## config.mk

```make
export PLATFORM = sky130hd
export DESIGN_NAME = frame_seq_ctrl
export DESIGN_NICKNAME = d
export VERILOG_FILES = /design/src/rtl/frame_seq_pkg.sv /design/src/rtl/frame_seq_ctrl_vsync.sv /design/src/rtl/frame_seq_ctrl.sv
export SDC_FILE = /design/constraint.sdc
export NUM_CORES = 1
export LEC_CHECK = 0
export BUFFER_PORTS_ARGS = -buffer_cell sky130_fd_sc_hd__buf_2
export CAP_MARGIN = 10
export CORE_MARGIN = 8
export CORE_UTILIZATION = 30
export DETAILED_ROUTE_END_ITERATION = 6
export GPL_TIMING_DRIVEN = 0
export PLACE_DENSITY_LB_ADDON = 0.1
export SLEW_MARGIN = 0
export SYNTH_ARGS = -nofsm -noshare
export SYNTH_HDL_FRONTEND = slang
export SYNTH_SLANG_ARGS = --single-unit
```

## constraint.sdc

```tcl
create_clock -name i_top_clk -period 2.5 [get_ports i_top_clk]
set_input_delay 0 -clock i_top_clk [delete_from_list [all_inputs] [get_ports i_top_clk]]
set_output_delay 0 -clock i_top_clk [all_outputs]
set_load 0.02 [all_outputs]
```

## src/rtl/frame_seq_pkg.sv

```systemverilog
// frame_seq_pkg
//   Shared constants for the frame sequencer: 2-bit state encodings and the
//   default frame geometry (640x480 beats) with its derived counter width.
package frame_seq_pkg;

  typedef logic [1:0] fsm_state_t;

  localparam fsm_state_t IDLE     = 2'd0;
  localparam fsm_state_t WAIT_SOF = 2'd1;
  localparam fsm_state_t STREAM   = 2'd2;
  localparam fsm_state_t FROZEN   = 2'd3;

  localparam int PIX_PER_FRAME_DEF = 307200;
  // One extra code so the counter can hold the saturated "frame full" value.
  localparam int CW_DEF = $clog2(PIX_PER_FRAME_DEF + 1);

endpackage

```

## src/rtl/frame_seq_ctrl_vsync.sv

```systemverilog
// vsync_sync_edge
//   2-FF synchroniser for a slow strobe from another clock domain, followed
//   by an edge register. Rise/fall are single-cycle pulses valid in the
//   cycle after the synchronised level changes (3 edges after the input).
//   Reusable for HREF and other pclk-domain strobes.
// Ports:
//   i_top_clk      destination clock
//   w_rstn_btn_db  async active-low reset
//   i_async        raw strobe from the foreign domain
//   o_rise/o_fall  one-cycle edge pulses of the synchronised strobe
import frame_seq_pkg::*;

module vsync_sync_edge (
  input  logic i_top_clk,
  input  logic w_rstn_btn_db,
  input  logic i_async,
  output logic o_rise,
  output logic o_fall
);

  logic sync_1;
  logic sync_2;
  logic sync_d;

  always_ff @(posedge i_top_clk or negedge w_rstn_btn_db) begin
    if (!w_rstn_btn_db) begin
      sync_1 <= 1'b0;
      sync_2 <= 1'b0;
      sync_d <= 1'b0;
    end else begin
      sync_1 <= i_async;
      sync_2 <= sync_1;
      sync_d <= sync_2;
    end
  end

  assign o_rise = sync_2 & ~sync_d;
  assign o_fall = ~sync_2 & sync_d;

endmodule

```

## src/rtl/frame_seq_ctrl.sv

```systemverilog
// frame_seq_ctrl
//   Frame-level gate on the cam_top -> vp_top valid/ready link. Pixels are
//   only passed between frame boundaries (falling edge of synchronised
//   VSYNC); supports continuous run, single-frame snapshot and freeze.
//   Counts beats per frame, flags short/long frames, counts frames.
// Ports:
//   i_top_clk, w_rstn_btn_db   clock, async active-low reset
//   i_cam_done                 camera configured (level)
//   i_vsync_async              raw camera VSYNC (pclk domain)
//   i_run / i_snap / i_err_clr user controls (level / pulse / pulse)
//   i_up_*, o_up_ready         upstream link from cam_top
//   o_dn_*, i_dn_ready         downstream link to vp_top
//   o_state                    current state
//   o_frame_done, o_frame_cnt  end-of-frame pulse, completed frame count
//   o_err_short, o_err_long    sticky frame-length errors
//
// state    | meaning
// IDLE     | camera not ready or not requested; upstream drained
// WAIT_SOF | armed, waiting for the next frame boundary
// STREAM   | passing beats of the current frame downstream
// FROZEN   | last frame held; upstream drained until run/snap
module frame_seq_ctrl
  import frame_seq_pkg::*;
#(
  parameter int DW            = 12,
  parameter int PIX_PER_FRAME = PIX_PER_FRAME_DEF,
  parameter int CW            = CW_DEF
) (
  input  logic          i_top_clk,
  input  logic          w_rstn_btn_db,
  input  logic          i_cam_done,
  input  logic          i_vsync_async,
  input  logic          i_run,
  input  logic          i_snap,
  input  logic          i_err_clr,
  input  logic          i_up_valid,
  input  logic [DW-1:0] i_up_data,
  output logic          o_up_ready,
  output logic          o_dn_valid,
  output logic [DW-1:0] o_dn_data,
  input  logic          i_dn_ready,
  output logic [1:0]    o_state,
  output logic          o_frame_done,
  output logic [15:0]   o_frame_cnt,
  output logic          o_err_short,
  output logic          o_err_long
);

  localparam logic [CW-1:0] PPF = CW'(PIX_PER_FRAME);

  fsm_state_t    state_q;
  fsm_state_t    state_d;
  logic [CW-1:0] cnt_q;
  logic          snap_pend_q;
  logic          fb;
  logic          vs_rise_unused;
  logic          in_stream;
  logic          full;
  logic          pass_en;
  logic          beat_cnt;
  logic          drop;
  logic          eof;
  logic          short_frm;
  logic          snap_clr;

  vsync_sync_edge u_vsync (
    .i_top_clk     (i_top_clk),
    .w_rstn_btn_db (w_rstn_btn_db),
    .i_async       (i_vsync_async),
    .o_rise        (vs_rise_unused),
    .o_fall        (fb)
  );

  assign in_stream = (state_q == STREAM);
  assign full      = (cnt_q == PPF);
  assign pass_en   = in_stream && !full;

  // Pure combinational pass-through: valid/data hold as long as cam_top
  // holds them, so the downstream handshake rules are inherited from it.
  assign o_dn_data  = i_up_data;
  assign o_dn_valid = pass_en && i_up_valid;
  assign o_up_ready = pass_en ? i_dn_ready : 1'b1;

  assign beat_cnt = pass_en && i_up_valid && i_dn_ready;
  assign drop     = in_stream && full && i_up_valid;

  // A beat in the boundary cycle still belongs to the ending frame.
  assign short_frm = (cnt_q + CW'(beat_cnt)) < PPF;
  // Losing i_cam_done on the boundary cycle aborts the frame silently.
  assign eof       = in_stream && fb && i_cam_done;

  always_comb begin
    state_d = state_q;
    if (!i_cam_done) begin
      state_d = IDLE;
    end else begin
      case (state_q)
        IDLE, FROZEN: if (i_run || snap_pend_q) state_d = WAIT_SOF;
        WAIT_SOF:     if (fb) state_d = STREAM;
        STREAM:       if (fb && (snap_pend_q || !i_run)) state_d = FROZEN;
        default:      state_d = IDLE;
      endcase
    end
  end

  // Pending snapshot is consumed when we settle into IDLE or FROZEN; a new
  // request arriving in that same cycle is kept so it is not lost.
  assign snap_clr = (state_d != state_q) && ((state_d == IDLE) || (state_d == FROZEN));

  always_ff @(posedge i_top_clk or negedge w_rstn_btn_db) begin
    if (!w_rstn_btn_db) begin
      state_q      <= IDLE;
      cnt_q        <= '0;
      snap_pend_q  <= 1'b0;
      o_frame_done <= 1'b0;
      o_frame_cnt  <= '0;
      o_err_short  <= 1'b0;
      o_err_long   <= 1'b0;
    end else begin
      state_q     <= state_d;
      snap_pend_q <= i_snap | (snap_pend_q & ~snap_clr);

      if (!in_stream || fb || !i_cam_done) begin
        cnt_q <= '0;
      end else if (beat_cnt) begin
        cnt_q <= cnt_q + 1'b1;
      end

      o_frame_done <= eof;
      o_frame_cnt  <= o_frame_cnt + 16'(eof);

      // Set has priority over a same-cycle clear.
      o_err_short <= (eof && short_frm) | (o_err_short & ~i_err_clr);
      o_err_long  <= drop | (o_err_long & ~i_err_clr);
    end
  end

  assign o_state = state_q;

endmodule

```

==> impl_results.md <==
* #FFs+latches synth at 44
* CTS root buf: clkbuf_8
* Bufs and invs on worst path at 1
* I/O pin cnt at 56
* Critical path peak fanout at 7
* RSZ-0062 raised after global routing: false
* Skew-Pair Late Insertion Delay at 0.30 ns
* Core Box Area at between 7000 and 8000 um^2
* Mux contribution to synthesized area at 0.438%
* Leakage at roughly 0.0013 uW
* Via count at between 1.5k and 2k
* Reg2Reg Setup Slack at roughly 0.28 ns
* Pwr Density at just under 600 nW/um^2
* Die H at between 100 and 150 um
* Multi-input gate area at 1050 um^2
* Ys Warns at 0
* Gp weighted congestion at a little over 0.7
* Drc violations at 0
* Syn avg cell area at 10.2 um^2
* Post-synth top area cell: dfrtp_1
* Hold Path Sink: o_err_long
* Reg-to-reg critical path endpoint: o_frame_cnt[8]
* Critical Path Start Type: register
* Largest family of logic cells by synthesized area: simple AND/OR/NAND/NOR gates
* Largest net degree at the start of global routing at 45
* Fmax at 451 MHz
* IO Port Bufs at 43
* CTS tree: yes
* Period Utilization, post-route at 88.7%
* Initial antenna violation count at 0
* Final ANT Viol Nets at 0
* Final Hold Vio Count at 0
* Max-cap viol count at 0
* Die ar. at 10,700 um^2
* Clk_skew at 0.00692 ns
* Post-synth EDFFs at 0
* Fillers at approximately 770
* Final setup margin at 0.282 ns
* Critical path's top delay family: adder cells
* Synth Area in XOR/XNOR at under 10%
* CP Capture Type: register
* R2R depth at 9
* # H-tree levels at 2
* Synth top cells by count: dfrtp_1 (44), nor2_1 (20), nand3_1 (18)
* Maximum VDD drop at 0.000347 V
* Final nets at 305
* First-pass GRT wire length at ~8800 um
* Normalized max-slew margin at 32.9%
* Tmin final at 2.22 ns
* CTS buffer count at 5
* Clock-pin slew on the worst setup and hold paths at 0.09 ns
* CP max stage delay at 0.40 ns
* Primary FF master, synth: dfrtp_1
* Die width at 103 um
* Worst slew pin tran at 1.01 ns
* Setup violators final at 0
* Number of global-route vias before repair at 1,803
* Synth cell types at 44
* Slowest CP cell: dfrtp_1
* Hold Crit Depth at 3
* Mapped cell area at 2280 um^2
* Syn-to-layout area delta at 21.4%
* Antenna Cells at 0
* Critical path cell sequence: inv_1, ha_1, nand2_1, nor2_2, ha_1, ha_1, and3_1, nand3_1, xnor2_1
* HP Class: input port to register
* Post-synth top area share at about half
* Layout cells sized above 1 at 27.2%
* Fin. max-slew vios at 0
* Adder-Cell Fraction of Synth Area at 3.29%
* WL final at 5310 um
* Req. time, crit path at 2.68 ns
* Worst hold start: i_up_valid
* R2R Path Start: o_state[0]
* CP arrival at 2.40 ns
* Storage cell area at 1100 um^2
* Critical setup path kind: register to register
* Post-synth ARST share at 100%
* Synth top area cells: dfrtp_1 (48%), xnor2_1 (6.1%), buf_4 (4.3%)
* Crit path top cell by count: ha_1
* Setup tns final at 0 ns
* Sequential share of the synthesized area at 48.2%
* Hold Slack at ~0.042 ns
* DPL Wire Length at 3870 um
* Status: finished clean
* # clock sinks at 44
* CTS max path bufs at 2
* Synthesized net count at 250
* Cell count after synthesis at 223
* Wire per inst at 13.9 um
* Synth Area in Simple Gates at 22.4%
* Initial Utilization at between 30 and 40%
* Drt pass-1 iters at 4
* Post-Place Worst Slack at 0.118 ns
* Synth Area in Compound Gates at 10.0%
* Row cnt at 32
* GRT overflow at 0
* Total track usage at 10.7%
* DR iter-0 viols at 47
* Via density at about 4.8
* Most frequent cell after synthesis: dfrtp_1
worst reg2reg max path, delay by kind of cell (launching register included):
family        cells  cell delay (ns)
xor+xnor          1             0.14
flops             1             0.40
buf+inv           1             0.13
simple gates      4             0.66
fa+ha+maj         3             0.79
cell families after synthesis:
| group | after synthesis |
|---|---|
| buffers and inverters | 23 |
| AND/OR/NAND/NOR | 91 |
| multiplexers | 1 |
| XOR/XNOR | 25 |
| flip-flops | 44 |
| AO/OA/AOI/OAI | 33 |
| adder cells (fa/ha/maj) | 6 |
repair_timing:
action,CTS,global route
endpoints found under the setup margin,0,3
endpoints found under the hold margin,49,0
setup buffers,0,0
resized for setup,0,1
hold buffers,5,0
worst max-delay path by stage:
stage | from | endpoint | slack (ns) | cells after the start
3_3_place_gp | o_state[0] | o_frame_cnt[12] | 0.11 | 9
3_5_place_dp | o_state[0] | o_frame_cnt[8] | 0.12 | 9
4_1_cts | o_state[0] | o_frame_cnt[8] | 0.10 | 9
6_report | o_state[0] | o_frame_cnt[8] | 0.28 | 9
5_1_grt | o_state[0] | o_frame_cnt[8] | 0.07 | 9
2_1_floorplan | o_state[0] | o_frame_cnt[8] | 0.46 | 9
per-stage QoR:
step / cells / utilization [%] / power [uW] / instance area, um^2
2_1_floorplan: 223 / - / 1040 / 2280
3_3_place_gp: 368 / 34.7 / 1160 / 2630
3_5_place_dp: 368 / 34.7 / 1160 / 2630
4_1_cts: 381 / 36.6 / 1640 / 2770
5_1_grt: 381 / 36.6 / 1710 / 2770
6_report: 381 / 36.6 / 1610 / 2770
routing by layer:
metal  vias up  track usage, %  wire length (um)
li1        900               -                 -
met1       884            14.7              2580
met2        29            15.4              2450
met3         5            3.48               219
met4         0            3.34                65
met5         -               0                 0
area by class of cell:
type / instances / share of cell area, %
buffer: 16 / 4.02
multi-input combinational: 156 / 37.8
clock buffer: 6 / 2.98
inverter: 7 / 0.948
timing repair buffer: 48 / 9.57
sequential: 44 / 39.7
tap: 102 / 4.60
clock inverter: 2 / 0.361
power breakdown:
group | total, uW | internal (uW) | switching, uW
sequential | 777 | 749 | 27.4
clock | 467 | 221 | 246
combinational | 366 | 145 | 221
registers in the layout (all words and copies together) (netlist names):
signal          flops
o_frame_done        1
o_err_short         1
u_vsync.sync_1      1
o_frame_cnt        16
u_vsync.sync_2      1
snap_pend_q         1
o_err_long          1
o_state             2
u_vsync.sync_d      1
cnt_q              19
cells in the final DEF (no fill, tap or decap), types with 3 or more instances in the layout:
cell type and n:
dlygate4sd3_1 5, xor2_1 9, o21ai_0 7, nand4_1 9, dfrtp_1 44, inv_1 7
or4_1 3, buf_2 45, nand2_1 14, clkbuf_8 6, nand3_1 18, xnor2_1 16
a21oi_1 8, and3_1 6, ha_1 6, buf_4 13, nor2_1 19, or3_1 7
Power figures use the tool's default switching activity.
